**src/rtl/note_sequencer.sv**
```systemverilog
// Song ROM walker: fetch {tune,beat}, time the note from the decoder's count, insert a gap, advance.
// Outputs are registered from the next state, so they line up with the state; stop aborts to IDLE in one cycle.
module note_sequencer #(
  parameter int ADDR_W     = 6,
  parameter int SONG_LEN   = 32,
  parameter int GAP_CYCLES = 2500000
) (
  input  logic              clk,
  input  logic              rst,
  input  logic              start,
  input  logic              stop,
  input  logic              loop_en,
  output logic [ADDR_W-1:0] rom_addr,
  input  logic [7:0]        rom_data,
  output logic [3:0]        beat,
  input  logic [27:0]       beat_cnt_parameter,
  output logic [3:0]        tune,
  output logic              note_active,
  output logic              note_strobe,
  output logic              busy,
  output logic              done
);

  localparam logic [ADDR_W-1:0] LAST_ADDR = ADDR_W'(SONG_LEN - 1);
  localparam logic [27:0]       GAP_LOAD  = 28'(GAP_CYCLES - 1);

  typedef enum logic [2:0] {
    S_IDLE, S_FETCH, S_LATCH, S_ARM, S_PLAY, S_GAP, S_ADV, S_END
  } state_t;

  state_t            state_q, state_d;
  logic [ADDR_W-1:0] rom_addr_q, rom_addr_d;
  logic [3:0]        beat_q, beat_d;
  logic [3:0]        tune_q, tune_d;
  logic [27:0]       note_cnt_q, note_cnt_d;
  logic [27:0]       gap_cnt_q, gap_cnt_d;
  logic              note_active_q, note_active_d;
  logic              note_strobe_q, note_strobe_d;
  logic              busy_q, busy_d;
  logic              done_q, done_d;

  always_comb begin
    state_d    = state_q;
    rom_addr_d = rom_addr_q;
    beat_d     = beat_q;
    tune_d     = tune_q;
    note_cnt_d = note_cnt_q;
    gap_cnt_d  = gap_cnt_q;

    case (state_q)
      S_IDLE: begin
        if (start && !stop) begin
          rom_addr_d = '0;
          state_d    = S_FETCH;
        end
      end
      S_FETCH: state_d = S_LATCH;
      S_LATCH: begin
        tune_d  = rom_data[7:4];
        beat_d  = rom_data[3:0];
        state_d = (rom_data[3:0] == 4'd0) ? S_END : S_ARM;
      end
      S_ARM: begin
        // A zero count marks an undecodable beat; the entry is skipped silently.
        if (beat_cnt_parameter == 28'd0) begin
          state_d = S_ADV;
        end else begin
          note_cnt_d = beat_cnt_parameter - 28'd1;
          state_d    = S_PLAY;
        end
      end
      S_PLAY: begin
        if (note_cnt_q == 28'd0) begin
          if (GAP_CYCLES == 0) begin
            state_d = S_ADV;
          end else begin
            gap_cnt_d = GAP_LOAD;
            state_d   = S_GAP;
          end
        end else begin
          note_cnt_d = note_cnt_q - 28'd1;
        end
      end
      S_GAP: begin
        if (gap_cnt_q == 28'd0) state_d = S_ADV;
        else                    gap_cnt_d = gap_cnt_q - 28'd1;
      end
      S_ADV: begin
        if (rom_addr_q != LAST_ADDR) begin
          rom_addr_d = rom_addr_q + 1'b1;
          state_d    = S_FETCH;
        end else if (loop_en) begin
          rom_addr_d = '0;
          state_d    = S_FETCH;
        end else begin
          state_d = S_END;
        end
      end
      S_END:   state_d = S_IDLE;
      default: state_d = S_IDLE;
    endcase

    if (stop && state_q != S_IDLE) state_d = S_IDLE;

    // Outputs are decoded from the next state so the registered copies coincide with it.
    note_active_d = (state_d == S_PLAY) && (tune_q != 4'd0);
    note_strobe_d = (state_q == S_ARM) && (state_d == S_PLAY);
    busy_d        = (state_d != S_IDLE);
    done_d        = (state_d == S_END);
  end

  always_ff @(posedge clk or posedge rst) begin
    if (rst) begin
      state_q       <= S_IDLE;
      rom_addr_q    <= '0;
      beat_q        <= '0;
      tune_q        <= '0;
      note_cnt_q    <= '0;
      gap_cnt_q     <= '0;
      note_active_q <= 1'b0;
      note_strobe_q <= 1'b0;
      busy_q        <= 1'b0;
      done_q        <= 1'b0;
    end else begin
      state_q       <= state_d;
      rom_addr_q    <= rom_addr_d;
      beat_q        <= beat_d;
      tune_q        <= tune_d;
      note_cnt_q    <= note_cnt_d;
      gap_cnt_q     <= gap_cnt_d;
      note_active_q <= note_active_d;
      note_strobe_q <= note_strobe_d;
      busy_q        <= busy_d;
      done_q        <= done_d;
    end
  end

  assign rom_addr    = rom_addr_q;
  assign beat        = beat_q;
  assign tune        = tune_q;
  assign note_active = note_active_q;
  assign note_strobe = note_strobe_q;
  assign busy        = busy_q;
  assign done        = done_q;

endmodule

```
**config.mk**
```make
export PLATFORM = sky130hd
export DESIGN_NAME = note_sequencer
export DESIGN_NICKNAME = d
export VERILOG_FILES = /design/src/rtl/note_sequencer.sv
export SDC_FILE = /design/constraint.sdc
export NUM_CORES = 1
export LEC_CHECK = 0
export CAP_MARGIN = 0
export CELL_PAD_IN_SITES_DETAIL_PLACEMENT = 0
export CELL_PAD_IN_SITES_GLOBAL_PLACEMENT = 1
export CORE_MARGIN = 10
export CORE_UTILIZATION = 46
export CTS_CLUSTER_DIAMETER = 200
export DETAILED_ROUTE_END_ITERATION = 6
export GPL_ROUTABILITY_DRIVEN = 1
export PLACE_DENSITY_LB_ADDON = 0.1
export SYNTH_ARGS = -nofsm -noshare
export SYNTH_HDL_FRONTEND = slang
export SYNTH_SLANG_ARGS = --single-unit
```
**constraint.sdc**
```tcl
create_clock -name clk -period 8.85 [get_ports clk]
set_clock_uncertainty 0.05 [all_clocks]
set_input_delay 1.77 -clock clk [delete_from_list [all_inputs] [get_ports clk]]
set_output_delay 1.77 -clock clk [all_outputs]
set_load 0.02 [all_outputs]
```
# After elaboration in Yosys (flattened, before gate mapping)
# Index checks and enable logic that the tools add are counted.
[totals]
regBits = 77
inputBits = 41
output_inout_bits = 18
wordCells = 68
[op_classes]
add_sub_neg = 4
eq_ne = 16
muxes = 19
reduce_logical = 19
[op_table]
columns = ["operator", "n"]
rows = [
  ["$mux W28", 4],
  ["$pmux W28 S2", 2],
  ["$logic_not A28 Y1", 3],
  ["$sub A28 B1 Y28 const B", 3],
  ["$pmux W3 S8", 1],
  ["$mux W3", 7],
  ["$eq A3 B3 Y1 const B", 6],
  ["$mux W6", 3],
  ["$pmux W6 S2", 1],
  ["$ne A2 B2 Y1 const B", 5],
  ["$reduce_and A3 Y1", 3],
  ["$add A6 B1 Y6 const B", 1],
  ["$eq A3 B2 Y1 const B", 2],
  ["$ne A6 B5 Y1 const B", 1],
  ["$reduce_bool A2 Y1", 3],
  ["$reduce_bool A3 Y1", 2],
  ["$logic_and A1 B1 Y1", 4],
  ["$logic_not A4 Y1", 1],
  ["$reduce_bool A4 Y1", 1],
  ["$eq A3 B1 Y1 const B", 1],
  ["$logic_not A3 Y1", 1],
  ["$ne A3 B3 Y1 const B", 1],
  ["$mux W2", 1],
  ["$logic_not A1 Y1", 1],
]

# Logic depth before layout (Yosys ltp)
# Gate-level depths: netlist (run 1).
[depth]
depth_word = 7
mapped_depth = 14
ltp_nobuf = 9

# Worst setup path after synthesis (run 1)
# Ideal clock, no wire load.
[synth_path]
kind = "input to register"
start = "input beat_cnt_parameter[20]"
end = "register note_cnt_q[11]"
setup_time_ns = 0.087
arrival_time_ns = 3.571
t_required_ns = 8.713
slack_ns = 5.142
cell_stages = 10
path_buffers = 4
path_cell_list = "clkbuf_1 > nor4_1 > and4_1 > a21o_1 > clkbuf_1 > and2_1 > clkbuf_1 > buf_2 > o21ai_0 > o211ai_1"
[synth_between]
elab_chain_len = 3
[synth_lines]
columns = ["element", "line_no", "source"]
rows = [
  ["start, declared", "16", "input logic [27:0] beat_cnt_parameter,"],
  ["$logic_not A28 Y1", "65", "if (beat_cnt_parameter == 28'd0) begin"],
  ["$ne A2 B2 Y1 (no line)", "-", ""],
  ["$reduce_and A3 Y1 (no line)", "-", ""],
  ["end signal, assigned", "129", "note_cnt_q <= note_cnt_d;"],
  ["end, declared", "35", "logic [27:0] note_cnt_q, note_cnt_d;"],
]
# No other way between the ends.
# A chain may end at the register's enable or synchronous reset.

# Worst setup path after layout (run 1)
[layout_path]
start = "input beat_cnt_parameter[5]"
end = "register note_cnt_q[21]"
[layout_between]
elab_chain_len = 3
elab_cells_between_ends = 6
classes_between = "add/sub (1); eq/ne (1); mux (2); reduce/logical (2)"
[layout_lines]
columns = ["element", "line_no"]
rows = [
  ["$sub A28 B1 Y28 or $logic_not A28 Y1 (tied branches)", "68, 65"],
  ["$mux W28 or $ne A2 B2 Y1 (tied branches)", "-"],
  ["$pmux W28 S2 or $reduce_and A3 Y1 (tied branches)", "-"],
]
# Parallel ways exist; a longest one is shown, timed or not. The select of a mux whose other input is x is not followed.

==> results of run 1 <==
through the flow:
step                      setup WS [ns]  cell area [um^2]  power, W
after floorplan                    5.06              5260  0.000898
after global placement             3.94              5940   0.00103
after detailed placement           3.77              5940   0.00105
after CTS                          4.13              6280   0.00149
after global routing               3.83              6280   0.00158
final                              4.06              6280   0.00148
worst min path at each step:
stage,start,endpoint,cells after the start
finish,note_cnt_q[0],note_cnt_q[0],2
global route,beat[0],beat[0],1
CTS,note_cnt_q[0],note_cnt_q[0],2
detailed placement,note_cnt_q[0],note_cnt_q[0],2
global placement,note_cnt_q[0],note_cnt_q[0],2
floorplan,note_cnt_q[27],note_cnt_q[27],1
placed cells by master (no fill, tap or decap), types with 6 or more instances in the layout:
cell type	count
sky130_fd_sc_hd__a21oi_1	27
sky130_fd_sc_hd__xor2_1	18
sky130_fd_sc_hd__clkdlybuf4s50_1	58
sky130_fd_sc_hd__nor2_1	53
sky130_fd_sc_hd__buf_4	7
sky130_fd_sc_hd__or4_1	8
sky130_fd_sc_hd__or3_1	6
sky130_fd_sc_hd__nand3_1	32
sky130_fd_sc_hd__o21ai_0	45
sky130_fd_sc_hd__and2_1	10
sky130_fd_sc_hd__nand4_1	15
sky130_fd_sc_hd__dfrtp_1	77
sky130_fd_sc_hd__o22ai_1	7
sky130_fd_sc_hd__mux2i_1	18
sky130_fd_sc_hd__nor3_1	29
sky130_fd_sc_hd__o211ai_1	13
sky130_fd_sc_hd__nor2b_1	7
sky130_fd_sc_hd__inv_1	10
sky130_fd_sc_hd__mux2_2	9
sky130_fd_sc_hd__o22a_1	9
sky130_fd_sc_hd__nor4_1	22
sky130_fd_sc_hd__a31oi_1	10
sky130_fd_sc_hd__clkbuf_16	9
sky130_fd_sc_hd__nand2_1	56
per-layer routing:
layer	part of all wire (%)	vias up	wire length (um)
met2	44	143	6550
met1	49	2488	7300
li1	-	2455	-
met4	1.0	0	153
met5	0	-	0
met3	6.0	12	893
logic make-up (layout without fill, tap and decap cells):
logic type	Yosys count	in the layout	synth area share, %
xor gates and xnor gates	19	19	3.16
AOI/OAI and AO/OA	169	169	21.7
and+or+nand+nor	277	277	28.3
buffers and inverters	51	91	3.90
adders and majority gates	4	4	0.952
muxes	27	27	5.35
DFF	77	77	36.6
flip-flops by register name (all words and copies together), names as in the netlist, 3 cells and up:
name        cells
beat            4
rom_addr        6
gap_cnt_q      28
tune            4
state_q         3
note_cnt_q     28
worst max-delay path, cell delays in order:
cell	delay, ns
sky130_fd_sc_hd__clkdlybuf4s50_1	0.54
sky130_fd_sc_hd__nor4_1	0.56
sky130_fd_sc_hd__nand4_1	0.27
sky130_fd_sc_hd__a21oi_1	1.03
sky130_fd_sc_hd__and4b_1	0.32
sky130_fd_sc_hd__o21ai_0	0.07
sky130_fd_sc_hd__a221o_1	0.38
report_power, final:
group	leakage (nW)	switching [W]	internal, W
registers	0.991	0.000135	0.000456
clock network	0.165	0.000158	0.000275
logic	1.43	0.000235	0.000225
cells in the mapped netlist (all sizes together), types with 3 or more instances:
library cell | n | share of area [%]
a211o | 4 | 0.67
a21o | 4 | 0.57
a21oi | 28 | 2.7
a221o | 3 | 0.57
a2bb2oi | 3 | 0.50
a311oi | 5 | 0.83
a31o | 3 | 0.50
a31oi | 10 | 1.2
and2 | 10 | 1.2
and3 | 5 | 0.59
buf | 4 | 0.55
clkbuf | 36 | 2.6
dfrtp | 77 | 37
ha | 4 | 0.95
inv | 11 | 0.78
mux2 | 9 | 1.9
mux2i | 18 | 3.4
nand2 | 56 | 4.0
nand3 | 32 | 3.0
nand4 | 16 | 2.0
nand4b | 4 | 0.67
nor2 | 53 | 3.8
nor2b | 7 | 0.83
nor3 | 29 | 2.8
nor3b | 5 | 0.81
nor4 | 24 | 3.1
o2111ai | 4 | 0.67
o211ai | 13 | 1.9
o21ai | 45 | 4.3
o22a | 9 | 1.5
o22ai | 7 | 0.83
o31ai | 7 | 1.0
or2 | 3 | 0.36
or3 | 8 | 1.0
or3b | 3 | 0.50
or4 | 14 | 2.2
xor2 | 18 | 3.0
final cells by class:
| cell class | instances | area (um^2) |
|---|---|---|
| Fill cell | 1024 | 4750 |
| Multi-Input combinational cell | 496 | 3160 |
| Clock inverter | 6 | 113 |
| Tap cell | 140 | 175 |
| Timing Repair Buffer | 65 | 633 |
| Clock buffer | 9 | 225 |
| Sequential cell | 77 | 1930 |
| Inverter | 11 | 42.5 |
==> reports/metrics.csv, run 1 <==
stage,metric,value,unit
drt,Routed Wire Length,14900,um
final_layout,net count reported at finish,705,
clocking,clock sinks,77,
floorplanning,Starting Density,47.7,%
place,count of buffers from port buffering,58,
setup_path,reg2reg setup slack,4.76,ns
sta,number of failing hold endpoints at the final stage,0,
global_route,wire length of the first global-routing pass,25200,um
sta,achievable clock frequency,0.209,GHz
power_and_ir_drop,highest ir drop seen on vdd,0.185,mV
setup_path,data required time of the critical path,9.03,ns
synthesis,part of the Yosys area used for sequential elements,36.6,%
sta,max-slew violation total from the final report,0,
synthesis,Syn Nets,669,
synthesis,number of synthesized register bits,77,
floorplanning,number of ports placed on the die boundary,59,
outcome,run status,completed,
global_route,GRT Total Usage,18.5,%
floorplanning,Std-Cell Rows,38,
floorplanning,height of the die,127,um
setup_path,crit path capture type,flip-flop,
setup_path,highest fanout seen on the critical path,16,
setup_path,source of the critical timing path,beat_cnt_parameter[5],
final_layout,final core utilization,56.9,%
global_route,vias in the first global route,5009,
floorplanning,die width,127,um
setup_path,Crit Path Category,in2reg,
sta,final hold slack,0.447,ns
setup_path,end point of the critical path,note_cnt_q[21],
clocking,CTS resizes,0,
final_layout,"count of placed standard cells in the final layout, fillers left out",804,
place,half-perimeter wire length of the detailed placement result,10200,um
drt,routed via count divided by cell count,6.34,
global_route,grt peak-use layer,met2,
clocking,number of buffers created by CTS,9,
synthesis,number of synthesis warnings,0,
clocking,maximum clock path buffer count,2,
sta,Max-Slew Margin vs Limit,18.6,%
setup_path,R2R Path Start,state_q[0],
global_route,pin count of the biggest net entering global routing,78,
setup_path,end of the worst register-to-register path,note_cnt_q[16],
global_route,M2 GR Usage,27.9,%
sta,# setup viols final,0,
place,dpl cells,789,
final_layout,ratio of cells with drive above 1 in the final layout,8.43,%
drt,DR pass1 iterations,5,
clocking,clock tree from TritonCTS,done,
global_route,antenna violations before repair,0,
drt,final routed wire length divided by cell count,18.5,um
clocking,CTS H-tree lvls,3,
synthesis,async set-or-reset flop fraction in the synthesized netlist,100,%
global_route,final global-route overflow total,0,
floorplanning,area of the placeable core,11000,um^2
synthesis,average cell area after synthesis,8.43,um^2
power_and_ir_drop,leakage power summed over all cells,2.58,nW
synthesis,unique cell type count in the Yosys netlist,73,
sta,RSZ-0062 raised after global routing,no,
place,placer congestion estimate,0.833,
synthesis,most frequently used flop master after synthesis,sky130_fd_sc_hd__dfrtp_1,
synthesis,post-synthesis cell count,624,
setup_path,depth of the worst register-to-register path,10,
drt,post-route DRC violation count,0,
final_layout,synthesis-to-finish area growth,19.4,%
setup_path,kind of start point of the critical path,input port,
power_and_ir_drop,P per Cell Area,236,nW/um^2
final_layout,antenna diode count,0,
sta,measured slew at the worst slew-check pin,1.22,ns
clocking,library cell used as clock root buffer,sky130_fd_sc_hd__clkbuf_16,
sta,minimum clock period,4.79,ns
hold_path,worst hold path type,reg2reg,
clocking,Worst-Skew Late Latency,0.35,ns
job,max-capacitance violation count,0,
clocking,"Reg clk slew, reported paths",0.06,ns
setup_path,worst path arrival time,4.96,ns
drt,DRC marker count from the first detailed-route iteration,499,
global_route,met3 Usage GRT,5.58,%
clocking,Post-CTS Hold Buffers,0,
floorplanning,full die area,16100,um^2
sta,final sum of negative setup slack,0,ns
global_route,global-route track usage on met1,25.0,%
sta,final worst-path cycle share,54.1,%
drt,number of routed nets with antenna violations,0,
clocking,Setup Buffers After CTS,0,
drt,via total after detailed routing,5098,
synthesis,count of flip-flops with a built-in enable after synthesis,0,
synthesis,total standard cell area after synthesis,5260,um^2
(Power assumes the default switching activity.)
==> inputs of run 2 (changes only) <==
CORE_UTILIZATION = 39   (was 46)
clock period = 3.9 ns   (was 8.85 ns; I/O delays follow)
==> reports/metrics.csv, run 2 (synthesis gave the netlist of run 1 again) <==
stage,metric,value,unit,change
outcome,run status,completed,,unchanged
clocking,maximum clock path buffer count,2,,unchanged
setup_path,Crit Path Category,reg2reg,,was in2reg
floorplanning,Std-Cell Rows,42,,was 38
drt,Routed Wire Length,15500,um,was 14900 um
drt,DR pass1 iterations,5,,unchanged
power_and_ir_drop,P per Cell Area,513,nW/um^2,was 236 nW/um^2
sta,post-layout worst setup margin,0.536,ns,was 4.06 ns
setup_path,worst path arrival time,3.53,ns,was 4.96 ns
floorplanning,full die area,18500,um^2,was 16100 um^2
sta,final worst-path cycle share,86.3,%,
clocking,CTS H-tree lvls,3,,unchanged
global_route,pin count of the biggest net entering global routing,78,,unchanged
final_layout,"commonest non-fill, non-tap cells in the layout","77 x sky130_fd_sc_hd__dfrtp_1, 58 x sky130_fd_sc_hd__clkdlybuf4s50_1, 56 x sky130_fd_sc_hd__nand2_1, 53 x sky130_fd_sc_hd__nor2_1, 45 x sky130_fd_sc_hd__o21ai_0",,unchanged
final_layout,antenna diode count,0,,unchanged
place,half-perimeter wire length of the detailed placement result,10900,um,was 10200 um
clocking,Post-CTS Hold Buffers,0,,unchanged
drt,post-route DRC violation count,0,,unchanged
final_layout,final core utilization,48.7,%,was 56.9%
sta,minimum clock period,3.36,ns,
sta,number of failing hold endpoints at the final stage,0,,unchanged
final_layout,"commonest non-fill, non-tap cell in the layout",sky130_fd_sc_hd__dfrtp_1,,unchanged
drt,routed via count divided by cell count,5.98,,was 6.34
clocking,"Reg clk slew, reported paths",0.06,ns,about the same
global_route,final global-route overflow total,0,,unchanged
drt,number of routed nets with antenna violations,0,,unchanged
place,count of buffers from port buffering,58,,unchanged
global_route,vias in the first global route,5000,,was 5009
setup_path,kind of start point of the critical path,flip-flop,,was input port
power_and_ir_drop,leakage power summed over all cells,2.65,nW,was 2.58 nW
sta,final sum of negative setup slack,0,ns,unchanged
floorplanning,Starting Density,39.7,%,was 47.7%
final_layout,net count reported at finish,724,,was 705
sta,Max-Slew Margin vs Limit,52.1,%,was 18.6%
drt,final routed wire length divided by cell count,18.1,um,was 18.5 um
drt,DRC marker count from the first detailed-route iteration,447,,was 499
sta,max-slew violation total from the final report,0,,unchanged
setup_path,highest fanout seen on the critical path,12,,was 16
sta,measured slew at the worst slew-check pin,0.713,ns,was 1.22 ns
drt,via total after detailed routing,5136,,was 5098
floorplanning,die width,136,um,was 127 um
sta,# setup viols final,0,,unchanged
setup_path,reg2reg setup slack,0.54,ns,was 4.76 ns
final_layout,ratio of cells with drive above 1 in the final layout,10.8,%,was 8.43%
place,Post-Place Setup Slack,0.358,ns,was 3.77 ns
global_route,GRT Total Usage,17.2,%,was 18.5%
floorplanning,area of the placeable core,13200,um^2,was 11000 um^2
setup_path,data required time of the critical path,4.07,ns,was 9.03 ns
sta,RSZ-0062 raised after global routing,no,,unchanged
place,placer congestion estimate,0.829,,was 0.833
global_route,antenna violations before repair,0,,unchanged
job,max-capacitance violation count,0,,unchanged
final_layout,synthesis-to-finish area growth,22.5,%,was 19.4%
sta,achievable clock frequency,0.297,GHz,
global_route,wire length of the first global-routing pass,25900,um,was 25200 um
clocking,library cell used as clock root buffer,sky130_fd_sc_hd__clkbuf_16,,unchanged
power_and_ir_drop,post-layout power,0.00330,W,was 0.00148 W
clocking,clock sinks,77,,unchanged
clocking,number of buffers created by CTS,9,,unchanged
hold_path,worst hold path type,reg2reg,,unchanged
clocking,Worst-Skew Late Latency,0.35,ns,about the same
clocking,CTS resizes,0,,unchanged
power_and_ir_drop,highest ir drop seen on vdd,0.281,mV,was 0.185 mV
clocking,Setup Buffers After CTS,0,,unchanged
clocking,clock tree from TritonCTS,done,,unchanged
floorplanning,height of the die,136,um,was 127 um
setup_path,crit path capture type,flip-flop,,unchanged
floorplanning,number of ports placed on the die boundary,59,,unchanged
[run 2: cell types whose count changed in the layout (fill, tap and decap cells not counted), sizes merged]
cell / delta
bufinv: -1
inv: +1
buf: +19
clkinv: -2
clkbuf: +1
clkinvlp: +1
[run 2: layout make-up]
cell class,count,area [um^2]
fill,1322,6800
multi-input combinational,496,3150
sequential,77,1930
timing repair buffer,84,788
clock buffer,10,229
tap,176,220
clock inverter,5,85.1
inverter,11,42.5
[run 2: worst max-delay path: stages, from the launching register on]
cell,delay [ns]
sky130_fd_sc_hd__dfrtp_1,0.37
sky130_fd_sc_hd__or3b_2,0.61
sky130_fd_sc_hd__mux2i_1,0.29
sky130_fd_sc_hd__ha_1,0.42
sky130_fd_sc_hd__nor2b_1,0.19
sky130_fd_sc_hd__nand4_1,0.13
sky130_fd_sc_hd__o2bb2a_1,0.61
sky130_fd_sc_hd__buf_4,0.23
sky130_fd_sc_hd__a21oi_1,0.06
sky130_fd_sc_hd__o21ai_0,0.17
sky130_fd_sc_hd__o211ai_1,0.10
[run 2: worst paths after layout]
check                           cells past startpoint           start              to
min in group asynchronous                           3             rst   gap_cnt_q[11]
worst max register to register                     10      state_q[1]  note_cnt_q[14]
worst min register to register                      1  note_cnt_q[27]  note_cnt_q[27]
worst max-delay path                               10      state_q[1]  note_cnt_q[14]
worst min-delay path                                1  note_cnt_q[27]  note_cnt_q[27]
max in group asynchronous                           3             rst   note_cnt_q[7]
[run 2: per-stage QoR]
stage	hold WS (ns)	std cells	cell area [um^2]
global placement	0.420	844	6130
CTS	0.441	859	6450
finish	0.439	859	6450
global route	0.467	859	6450
detailed placement	0.427	844	6130
floorplan	0.407	624	5260
[run 2: where the power goes]
part / leakage, nW / internal (W) / switching [W]
Clock: 0.149 / 0.000560 / 0.000349
Sequential: 0.991 / 0.00103 / 0.000299
Combinational: 1.51 / 0.000521 / 0.000541
[run 2: metal layers]
metal	share of wire, %	global-route usage [%]	vias up
met2	43	25.0	125
met1	50	24.3	2510
li1	-	-	2484
met3	5.3	3.76	17
met5	0	0	-
met4	1.5	6.04	0
==> inputs of run 3 (changes only) <==
clock period = 2.9 ns   (was 3.9 ns; I/O delays follow)
==> reports/metrics.csv, run 3 (synthesis gave the netlist of run 1 again) <==
stage,metric,value,unit,change
power_and_ir_drop,highest ir drop seen on vdd,0.315,mV,was 0.281 mV
floorplanning,full die area,18500,um^2,unchanged
place,placer congestion estimate,0.908,,was 0.829
sta,final worst-path cycle share,97.2,%,was 86.3%
sta,max-slew violation total from the final report,0,,unchanged
floorplanning,number of ports placed on the die boundary,59,,unchanged
place,dpl cells,899,,was 844
final_layout,ratio of cells with drive above 1 in the final layout,18.5,%,was 10.8%
drt,DR pass1 iterations,5,,unchanged
setup_path,cell at the slowest stage of the critical path,sky130_fd_sc_hd__or4_4,,was sky130_fd_sc_hd__or3b_2
sta,measured slew at the worst slew-check pin,0.491,ns,was 0.713 ns
setup_path,kind of start point of the critical path,flip-flop,,unchanged
final_layout,fill cell instance count of the final layout,1249,,was 1322
power_and_ir_drop,P per Cell Area,675,nW/um^2,was 513 nW/um^2
global_route,vias in the first global route,5305,,was 5000
clocking,"Reg clk slew, reported paths",0.06,ns,about the same
power_and_ir_drop,leakage power summed over all cells,2.95,nW,was 2.65 nW
outcome,run status,completed,,unchanged
final_layout,"count of placed standard cells in the final layout, fillers left out",917,,was 859
drt,via total after detailed routing,5343,,was 5136
floorplanning,area of the placeable core,13200,um^2,unchanged
place,count of buffers from port buffering,58,,unchanged
sta,# setup viols final,0,,unchanged
clocking,library cell used as clock root buffer,sky130_fd_sc_hd__clkbuf_16,,unchanged
global_route,final global-route overflow total,0,,unchanged
drt,routed via count divided by cell count,5.83,,was 5.98
clocking,CTS H-tree lvls,3,,unchanged
place,post-placement cell area,6590,um^2,was 6130 um^2
clocking,maximum clock path buffer count,2,,unchanged
setup_path,crit path capture type,flip-flop,,unchanged
floorplanning,Std-Cell Rows,42,,unchanged
setup_path,Crit path top cell by count,sky130_fd_sc_hd__or4_4,,
floorplanning,Starting Density,39.7,%,unchanged
global_route,GRT Total Usage,17.7,%,was 17.2%
global_route,antenna violations before repair,0,,unchanged
final_layout,antenna diode count,0,,unchanged
setup_path,highest fanout seen on the critical path,14,,was 12
setup_path,depth of the worst register-to-register path,7,,was 10
clocking,Worst-Skew Late Latency,0.35,ns,about the same
final_layout,"commonest non-fill, non-tap cell in the layout",sky130_fd_sc_hd__buf_4,,was sky130_fd_sc_hd__dfrtp_1
clocking,clock sinks,77,,unchanged
place,half-perimeter wire length of the detailed placement result,11900,um,was 10900 um
final_layout,"commonest non-fill, non-tap cells in the layout","79 x sky130_fd_sc_hd__buf_4, 77 x sky130_fd_sc_hd__dfrtp_1, 58 x sky130_fd_sc_hd__clkdlybuf4s50_1, 56 x sky130_fd_sc_hd__nand2_1, 53 x sky130_fd_sc_hd__nor2_1",,"was 77 x sky130_fd_sc_hd__dfrtp_1, 58 x sky130_fd_sc_hd__clkdlybuf4s50_1, 56 x sky130_fd_sc_hd__nand2_1, 53 x sky130_fd_sc_hd__nor2_1, 45 x sky130_fd_sc_hd__o21ai_0"
global_route,pin count of the biggest net entering global routing,64,,was 78
hold_path,worst hold stages,1,,unchanged
job,max-capacitance violation count,0,,unchanged
setup_path,longest individual stage delay on the worst path,0.65,ns,was 0.61 ns
drt,DRC marker count from the first detailed-route iteration,458,,was 447
setup_path,data required time of the critical path,3.12,ns,was 4.07 ns
drt,final routed wire length divided by cell count,17.9,um,was 18.1 um
hold_path,worst hold path type,reg2reg,,unchanged
setup_path,worst path arrival time,3.04,ns,was 3.53 ns
global_route,wire length of the first global-routing pass,26800,um,was 25900 um
drt,number of routed nets with antenna violations,0,,unchanged
clocking,clock tree from TritonCTS,done,,unchanged
final_layout,post-layout instance area,6940,um^2,was 6450 um^2
sta,achievable clock frequency,0.355,GHz,was 0.297 GHz
floorplanning,die width,136,um,unchanged
setup_path,cell-by-cell listing of the critical path,or4_4 > or4_1 > or4_4 > nand4_1 > buf_4 > o21ai_0 > a21oi_1,,was or3b_2 > mux2i_1 > ha_1 > nor2b_1 > nand4_1 > o2bb2a_1 > buf_4 > a21oi_1 > o21ai_0 > o211ai_1
setup_path,Crit Path Category,reg2reg,,unchanged
drt,Routed Wire Length,16400,um,was 15500 um
sta,number of failing hold endpoints at the final stage,0,,unchanged
clocking,Post-CTS Hold Buffers,0,,unchanged
sta,minimum clock period,2.82,ns,was 3.36 ns
sta,Max-Slew Margin vs Limit,66.5,%,was 52.1%
floorplanning,height of the die,136,um,unchanged
sta,RSZ-0062 raised after global routing,yes,,was no
clocking,number of buffers created by CTS,9,,unchanged
final_layout,synthesis-to-finish area growth,32.0,%,was 22.5%
drt,post-route DRC violation count,0,,unchanged
final_layout,net count reported at finish,781,,was 724
## run 3: through the flow
step	hold slack, ns	util, %	setup TNS (ns)	worst slack [ns]	total power [W]
floorplan	0.407	-	0	0.0221	0.00274
global placement	0.435	49.8	0	0.0388	0.00339
detailed placement	0.438	49.8	0	0.0259	0.00344
CTS	0.452	52.2	0	0.0502	0.00468
global route	0.479	52.4	-0.0664	-0.0345	0.00497
finish	0.452	52.4	0	0.0810	0.00468
## run 3: path summary, 6_finish.rpt
check,start,endpoint,slack (ns)
max,gap_cnt_q[4],gap_cnt_q[22],0.08
min,beat[0],beat[0],0.45
max reg2reg,gap_cnt_q[4],gap_cnt_q[22],0.08
min reg2reg,beat[0],beat[0],0.45
max in group asynchronous,rst,gap_cnt_q[0],1.63
min in group asynchronous,rst,rom_addr[5],0.52
## run 3: worst max-delay path, delay by kind of cell (launching register included)
kind                   cells  cell delay, ns
AO/OA/AOI/OAI              2            0.20
buffers and inverters      1            0.14
flip-flops                 1            0.41
AND/OR/NAND/NOR            4            1.95
## run 3: timing repair
action | CTS | global route
setup buffers | 0 | 1
setup endpoints to repair | 0 | 6
gates resized for setup | 0 | 3
## run 3: area by class of cell
cell class | count | area [um^2] | share of cell area, %
multi-input combinational | 497 | 3200 | 46.1
sequential | 77 | 1930 | 27.8
timing repair buffer | 140 | 1230 | 17.8
clock buffer | 10 | 229 | 3.30
tap | 176 | 220 | 3.17
clock inverter | 6 | 87.6 | 1.26
inverter | 11 | 42.5 | 0.613
## run 3: power by group
part / switching, W / internal (W)
Clock: 0.000483 / 0.000754
Combinational: 0.000868 / 0.000863
Sequential: 0.000325 / 0.00139
Total: 0.00168 / 0.00301
## run 3: metal layers
metal	global-route usage (%)	up-vias	share of wire [%]	wire length [um]
met2	29.5	143	48	7830
met3	2.92	19	5.1	838
met1	22.6	2581	46	7510
li1	-	2600	-	-
met5	0	-	0	0
met4	5.98	0	1.3	210
